File: src/rtl/rvseed_seq_if.sv
// Instruction-memory bus between the rvseed sequencer and instruction memory.
//   imem_req_o    : fetch request (sequencer -> memory)
//   imem_gnt_i    : request accepted (memory -> sequencer)
//   imem_rvalid_i : read data valid (memory -> sequencer)
//   imem_rdata_i  : instruction word (memory -> sequencer)
// Signal names carry the sequencer's point of view.
interface rvseed_seq_if #(
    parameter int CPU_WIDTH = 32
);
    logic                 imem_req_o;
    logic                 imem_gnt_i;
    logic                 imem_rvalid_i;
    logic [CPU_WIDTH-1:0] imem_rdata_i;

    modport master (
        output imem_req_o,
        input  imem_gnt_i,
        input  imem_rvalid_i,
        input  imem_rdata_i
    );

    modport slave (
        input  imem_req_o,
        output imem_gnt_i,
        output imem_rvalid_i,
        output imem_rdata_i
    );
endinterface

File: src/rtl/rvseed_seq.sv
// Multi-cycle instruction sequencer for the rvseed core.
// Fetches one instruction at a time over the imem bus, latches it for decode,
// and opens a single EXEC cycle in which the PC advances and the register
// file may be written. Provides run / halt / single-step control, a fetch
// timeout that parks the sequencer in ERR, and a retired-instruction counter.
//   clk, rst        : core clock, asynchronous active-high reset
//   run_i           : free-run level
//   step_i          : single-step pulse (honoured only while halted)
//   halt_req_i      : halt after the in-flight instruction
//   imem            : instruction-memory bus (master side)
//   inst_o          : latched instruction word
//   inst_valid_o    : instruction valid (EXEC)
//   pc_ena_o        : PC register enable (EXEC)
//   reg_wen_i/_o    : register-file write enable, gated to EXEC
//   halted_o, err_o : status
//   retire_cnt_o    : retired-instruction count, wraps silently
module rvseed_seq #(
    parameter int CPU_WIDTH = 32,
    parameter int TIMEOUT   = 16
) (
    input  logic                 clk,
    input  logic                 rst,
    input  logic                 run_i,
    input  logic                 step_i,
    input  logic                 halt_req_i,
    rvseed_seq_if.master         imem,
    output logic [CPU_WIDTH-1:0] inst_o,
    output logic                 inst_valid_o,
    output logic                 pc_ena_o,
    input  logic                 reg_wen_i,
    output logic                 reg_wen_o,
    output logic                 halted_o,
    output logic                 err_o,
    output logic [31:0]          retire_cnt_o
);

    typedef enum logic [2:0] {
        S_HALT  = 3'd0,
        S_FETCH = 3'd1,
        S_WAIT  = 3'd2,
        S_EXEC  = 3'd3,
        S_ERR   = 3'd4
    } state_t;

    localparam logic [7:0] TMO_LAST = 8'(TIMEOUT - 1);

    state_t               state, state_n;
    logic [7:0]           tmo_cnt;
    logic                 single_step;
    logic                 halt_pend;
    logic [CPU_WIDTH-1:0] inst;
    logic [31:0]          retire_cnt;
    logic                 tmo_hit;

    assign tmo_hit = (tmo_cnt == TMO_LAST);

    // Next-state logic. A pending transition always wins over the timeout.
    always_comb begin
        state_n = state;
        case (state)
            // step_i bypasses a held halt_req_i; run_i does not.
            S_HALT:  if (step_i || (run_i && !halt_req_i)) state_n = S_FETCH;
            S_FETCH: if (imem.imem_gnt_i)                  state_n = S_WAIT;
                     else if (tmo_hit)                     state_n = S_ERR;
            S_WAIT:  if (imem.imem_rvalid_i)               state_n = S_EXEC;
                     else if (tmo_hit)                     state_n = S_ERR;
            S_EXEC:  if (single_step || halt_pend || halt_req_i || !run_i)
                         state_n = S_HALT;
                     else
                         state_n = S_FETCH;
            S_ERR:   state_n = S_ERR;
            default: state_n = S_HALT;
        endcase
    end

    always_ff @(posedge clk or posedge rst) begin
        if (rst) begin
            state <= S_HALT;
        end else begin
            state <= state_n;
        end
    end

    // Timeout counter spans FETCH and WAIT of one instruction; the
    // FETCH->WAIT hop does not restart it.
    always_ff @(posedge clk or posedge rst) begin
        if (rst) begin
            tmo_cnt <= '0;
        end else if (state_n == S_FETCH && state != S_FETCH) begin
            tmo_cnt <= '0;
        end else if (state == S_FETCH || state == S_WAIT) begin
            tmo_cnt <= tmo_cnt + 8'd1;
        end
    end

    // Control flags live for exactly one instruction and clear on leaving EXEC.
    always_ff @(posedge clk or posedge rst) begin
        if (rst) begin
            single_step <= 1'b0;
            halt_pend   <= 1'b0;
        end else begin
            if (state == S_HALT && step_i)
                single_step <= 1'b1;
            else if (state == S_EXEC)
                single_step <= 1'b0;

            if ((state == S_FETCH || state == S_WAIT) && halt_req_i)
                halt_pend <= 1'b1;
            else if (state == S_EXEC)
                halt_pend <= 1'b0;
        end
    end

    always_ff @(posedge clk or posedge rst) begin
        if (rst) begin
            inst       <= '0;
            retire_cnt <= '0;
        end else begin
            if (state == S_WAIT && imem.imem_rvalid_i)
                inst <= imem.imem_rdata_i;
            if (state == S_EXEC)
                retire_cnt <= retire_cnt + 32'd1;
        end
    end

    // Everything is decoded from state so reset drops the request at once.
    assign imem.imem_req_o = (state == S_FETCH);
    assign inst_o          = inst;
    assign inst_valid_o    = (state == S_EXEC);
    assign pc_ena_o        = (state == S_EXEC);
    assign reg_wen_o       = reg_wen_i && (state == S_EXEC);
    assign halted_o        = (state == S_HALT);
    assign err_o           = (state == S_ERR);
    assign retire_cnt_o    = retire_cnt;

endmodule
File: src/flat_wrapper.sv
// flat-port wrapper written by rule: the top's interface ports become plain ports
module rvseed_seq_flat 
#(
    parameter int CPU_WIDTH = 32,
    parameter int TIMEOUT   = 16
)
  (clk, rst, run_i, step_i, halt_req_i, inst_o, inst_valid_o, pc_ena_o, reg_wen_i, reg_wen_o, halted_o, err_o, retire_cnt_o, imem_imem_req_o, imem_imem_gnt_i, imem_imem_rvalid_i, imem_imem_rdata_i);
  rvseed_seq_if #(.CPU_WIDTH(CPU_WIDTH)) imem_i ();
  input  logic clk;
  input  logic rst;
  input  logic run_i;
  input  logic step_i;
  input  logic halt_req_i;
  output logic [CPU_WIDTH-1:0] inst_o;
  output logic inst_valid_o;
  output logic pc_ena_o;
  input  logic reg_wen_i;
  output logic reg_wen_o;
  output logic halted_o;
  output logic err_o;
  output logic [31:0] retire_cnt_o;
  output wire logic [$bits(imem_i.imem_req_o)-1:0] imem_imem_req_o;
  input wire logic [$bits(imem_i.imem_gnt_i)-1:0] imem_imem_gnt_i;
  input wire logic [$bits(imem_i.imem_rvalid_i)-1:0] imem_imem_rvalid_i;
  input wire logic [$bits(imem_i.imem_rdata_i)-1:0] imem_imem_rdata_i;
  assign imem_imem_req_o = imem_i.imem_req_o;
  assign imem_i.imem_gnt_i = imem_imem_gnt_i;
  assign imem_i.imem_rvalid_i = imem_imem_rvalid_i;
  assign imem_i.imem_rdata_i = imem_imem_rdata_i;
  rvseed_seq #(.CPU_WIDTH(CPU_WIDTH), .TIMEOUT(TIMEOUT)) u_core (.clk(clk), .rst(rst), .run_i(run_i), .step_i(step_i), .halt_req_i(halt_req_i), .imem(imem_i), .inst_o(inst_o), .inst_valid_o(inst_valid_o), .pc_ena_o(pc_ena_o), .reg_wen_i(reg_wen_i), .reg_wen_o(reg_wen_o), .halted_o(halted_o), .err_o(err_o), .retire_cnt_o(retire_cnt_o));
endmodule
File: config.mk
export PLATFORM = sky130hd
export DESIGN_NAME = rvseed_seq_flat
export DESIGN_NICKNAME = d
export VERILOG_FILES = /design/src/rtl/rvseed_seq_if.sv /design/src/rtl/rvseed_seq.sv /design/src/flat_wrapper.sv
export SDC_FILE = /design/constraint.sdc
export NUM_CORES = 1
export LEC_CHECK = 0
export ABC_AREA = 1
export ABC_CLOCK_PERIOD_IN_PS = 3900
export CAP_MARGIN = 20
export CORE_MARGIN = 10
export CORE_UTILIZATION = 51
export DETAILED_ROUTE_END_ITERATION = 10
export GPL_TIMING_DRIVEN = 0
export PLACE_DENSITY = 0.81
export SYNTH_ARGS = -nofsm -noshare
export SYNTH_HDL_FRONTEND = slang
export SYNTH_SLANG_ARGS = --single-unit
File: constraint.sdc
create_clock -name clk -period 3.9 [get_ports clk]
set_input_delay 0.78 -clock clk [delete_from_list [all_inputs] [get_ports clk]]
set_output_delay 0.78 -clock clk [all_outputs]
set_load 0.005 [all_outputs]
Word-level counts from Yosys, hierarchy flattened
Index checks and enable logic that the tools add are counted.
- word-level logic and storage cells: 43
- register bits: 77
- output and inout port bits: 70
- equal/unequal tests: 7
- muxes and demuxes: 11
- reductions and logical operators: 17
- $add $sub $neg: 2
- operator list (operator ; number):
    adder 32 x 1 -> 32 bit (second input constant) ; 1
    two-way mux 8 bit ; 2
    one-hot mux 3 bit (5 select lines) ; 1
    two-way mux 3 bit ; 4
    adder 8 x 1 -> 8 bit (second input constant) ; 1
    equality test 8 x 4 -> 1 bit (second input constant) ; 1
    equality test 3 x 1 -> 1 bit (second input constant) ; 2
    equality test 3 x 2 -> 1 bit (second input constant) ; 2
    logical AND 1 bit ; 6
    nonzero test 2 bit ; 3
    logical OR 1 bit ; 5
    two-way mux 1 bit ; 4
    equality test 3 bit (second input constant) ; 1
    logical NOT 3 bit ; 1
    inequality test 3 x 1 -> 1 bit (second input constant) ; 1
    logical NOT 1 bit ; 2

Depth between registers and ports, before layout
- depth after elaboration: 8
- mapped depth: 10
- mapped depth without buffers: 10

Worst setup path after synthesis
OpenSTA, ideal clock, no wires.
- path type: reg-to-output
- start point: reg u_core.state[2]
- end point: out reg_wen_o
- data required time: 3120 ps
- path slack: 2187 ps
- stages on the path, launching flop included: 5
- arrival time: 933 ps
- path through: dfrtp_1 -> inv_1 -> nand3_4 -> clkbuf_8 -> nor2_1
- longest elaborated chain between the ends: 2
- RTL lines (what ; RTL line ; source):
    start: declaration ; rvseed_seq.sv:47 ; state_t state, state_n;
    start signal: assignment ; rvseed_seq.sv:80 ; state <= state_n;
    equality test 3 x 2 -> 1 bit ; rvseed_seq.sv:131 ; assign reg_wen_o = reg_wen_i && (state == S_EXEC);
    logical AND 1 bit ; rvseed_seq.sv:131 ;
    end: declaration ; flat_wrapper.sv:18 ; output logic reg_wen_o;
No other way between the ends.

Worst setup path after layout
Same ends and word-level chain as after synthesis.

==> run metrics <==
GPL Wtd Cong=0.923; Pint=1.88 mW; Total Wirelength=9.75 mm; clk root buf=clkbuf_8; Yosys top cell by area=dfrtp_1; Max Root-Sink Buffers=2; Area contributors post-synth=dfrtp_1 51%, nand2_1 19%, inv_1 4.4%, nor2_1 4.3%, xnor2_1 3.2%; setup bufs post-CTS=0; final-report setup violation count=0; Synth warnings=0; core occupancy in the finished layout=0.727; sw power=850 uW; Post-synth ARST share=1.00; vias in the first global route=3405; max cap viols=0; number of synthesized flops with an enable pin=0; number of synthesized register bits=77; Post-synth top cells=194 x nand2_1, 77 x dfrtp_1, 44 x inv_1; worst hold path cell count=2; Rel. slew slack=0.716; synthesized area=3780 sq um; FP Rows=31; total clock buffers created by CTS=9; status=finished clean; CP Cell Sequence=inv_1 > nand3_4 > clkbuf_8 > nor2_1 > clkdlybuf4s50_1; Crit-path slowest cell=clkdlybuf4s50_1; Layout fillers=567; Yosys cell types=29; Cell Pwr Density=520 nW/um^2; PostCTS Resize Cnt=0; WHS=0.487 ns; CP Max Fanout=10; DRT antenna net count=0; final worst path period need=2.66 ns; Final nets=627; multi-input logic area=1620 sq um; Clock Latency Late Sink=0.34 ns; CTS tree=done; P&R area growth vs syn=38.9%; initial DRC count=99; sequential area share after synthesis=0.510; worst reg2reg path depth=7; max-slew violation total from the final report=0; combinational share of power=0.337; Yosys top cell area share=0.510; hold crit path type=register to register; PortBufs=109; critical path arrival=1.88 ns; CP peak stage delay=0.51 ns; htree depth=3; Fin. Hold Viols=0; Worst Setup End Kind=primary output; I/O pin cnt=110; die width=106 um; register area=1930 sq um; Seq pwr share=0.417; startpoint types=register; Synth Instances=464; final worst-path cycle share=0.683; Clk pin slew, worst setup/hold paths=0.08 ns; Clock Sinks=77; Setup Crit Path Kind=register to primary output; share of cells above drive strength 1=0.0780; clock share of power=0.246; Die H=106 um; via density per instance=4.86; count leader, synth=nand2_1; Post-DP HPWL=7.58 mm; Clock Skew=0.0102 ns; Diodes inserted=0; Avg Inst Size Synth=8.14 sq um; vias=3349; total track usage=0.176; initial antenna violation count=0; maximum vdd ir drop=320 uV; syn nets=506; number of remaining DRC errors=0; switching share of power=0.311; unrepaired setup endpoints after global routing=no; Worst-Margin Slew=0.427 ns; Die Footprint=11200 sq um; CP Data Required Time=3.12 ns; global-route wire length before repair=16.4 mm; Initial Util=0.524; Leakage=2.60 nW; hold-fix buffers at CTS=0; average wire per standard cell=14.2 um; overflow left after global routing=0; largest net degree at the start of global routing=58; Initial DRT Pass Iterations=4; Peak Freq=375 MHz; core area=7210 sq um; top_reg_cell synth=dfrtp_1
[final cells by class]
class                           instances  area share
Buffer                                  8     0.00906
Clock buffer                           11      0.0270
Clock inverter                          5      0.0155
Inverter                               48      0.0353
Multi-Input combinational cell        331       0.309
Sequential cell                        77       0.367
Tap cell                               99      0.0236
Timing Repair Buffer                  110       0.213
[cells in the final DEF (no fill, tap or decap), types with 6 or more instances in the layout]
cell             Yosys  routed
clkdlybuf4s50_1      0     109
nor2_1              43      43
xnor2_1             14      14
nand4_1             11      11
clkbuf_8             1      11
inv_1               44      43
nand3_1             19      19
nor3_1               6       6
nand2_1            194     194
dfrtp_1             77      77
xor2_1              14      14
[per-layer routing]
layer | GRT usage | part of all wire
met3 | 0.0550 | 0.070
met2 | 0.306 | 0.51
met5 | 0 | 0
met4 | 0.0532 | 0.011
met1 | 0.202 | 0.41
[per-stage QoR]
| step | setup WS, ns | instance area, sq um | TNS, ns | cells | power (mW) |
|---|---|---|---|---|---|
| 2_1_floorplan | 1.15 | 3780 | 0 | 464 | 1.52 |
| 3_3_place_gp | -0.0929 | 4990 | -6.99 | 672 | 2.04 |
| 3_5_place_dp | 1.24 | 5020 | 0 | 673 | 2.08 |
| 4_1_cts | 1.21 | 5250 | 0 | 689 | 2.76 |
| 5_1_grt | 1.12 | 5250 | 0 | 689 | 2.90 |
| 6_report | 1.24 | 5250 | 0 | 689 | 2.73 |
[path summary, 6_finish.rpt]
| check | start | to | slack, ns |
|---|---|---|---|
| setup / recovery | u_core.state[2] | reg_wen_o | 1.24 |
| hold / removal | u_core.inst_o[6] | u_core.inst_o[6] | 0.49 |
| setup reg to reg | u_core.retire_cnt_o[0] | u_core.retire_cnt_o[20] | 2.28 |
| hold reg to reg | u_core.inst_o[6] | u_core.inst_o[6] | 0.49 |
| max in group asynchronous | rst | u_core.tmo_cnt[1] | 2.61 |
| min in group asynchronous | rst | u_core.inst_o[21] | 0.73 |
[flip-flops by register name, indices dropped and copies added, names as in the netlist]
signal               flops
u_core.halt_pend         1
u_core.tmo_cnt           8
u_core.retire_cnt_o     32
u_core.inst_o           32
u_core.single_step       1
u_core.state             3
[cell families (layout without fill, tap and decap cells)]
family / Yosys count / count (layout) / synth area share
xor+xnor: 28 / 28 / 0.0649
buf+inv: 56 / 182 / 0.0609
compound gates: 5 / 5 / 0.00762
simple gates: 296 / 296 / 0.350
fa+ha+maj: 2 / 2 / 0.00662
flops: 77 / 77 / 0.510
[power by group through the flow]
stage               Clock (mW)  Sequential [mW]  Combinational [mW]
floorplan                    0             1.15               0.378
global placement             0             1.13               0.903
detailed placement           0             1.14               0.932
CTS                      0.682             1.14               0.939
global route             0.711             1.16                1.02
finish                   0.672             1.14               0.920
[worst max-delay path: cells and delay by family (launching register included)]
kind	cells	cell delay (ns)
buffers and inverters	3	0.90
DFF	1	0.40
and+or+nand+nor	2	0.24
Note: power is estimated with default switching activity, not from simulation.
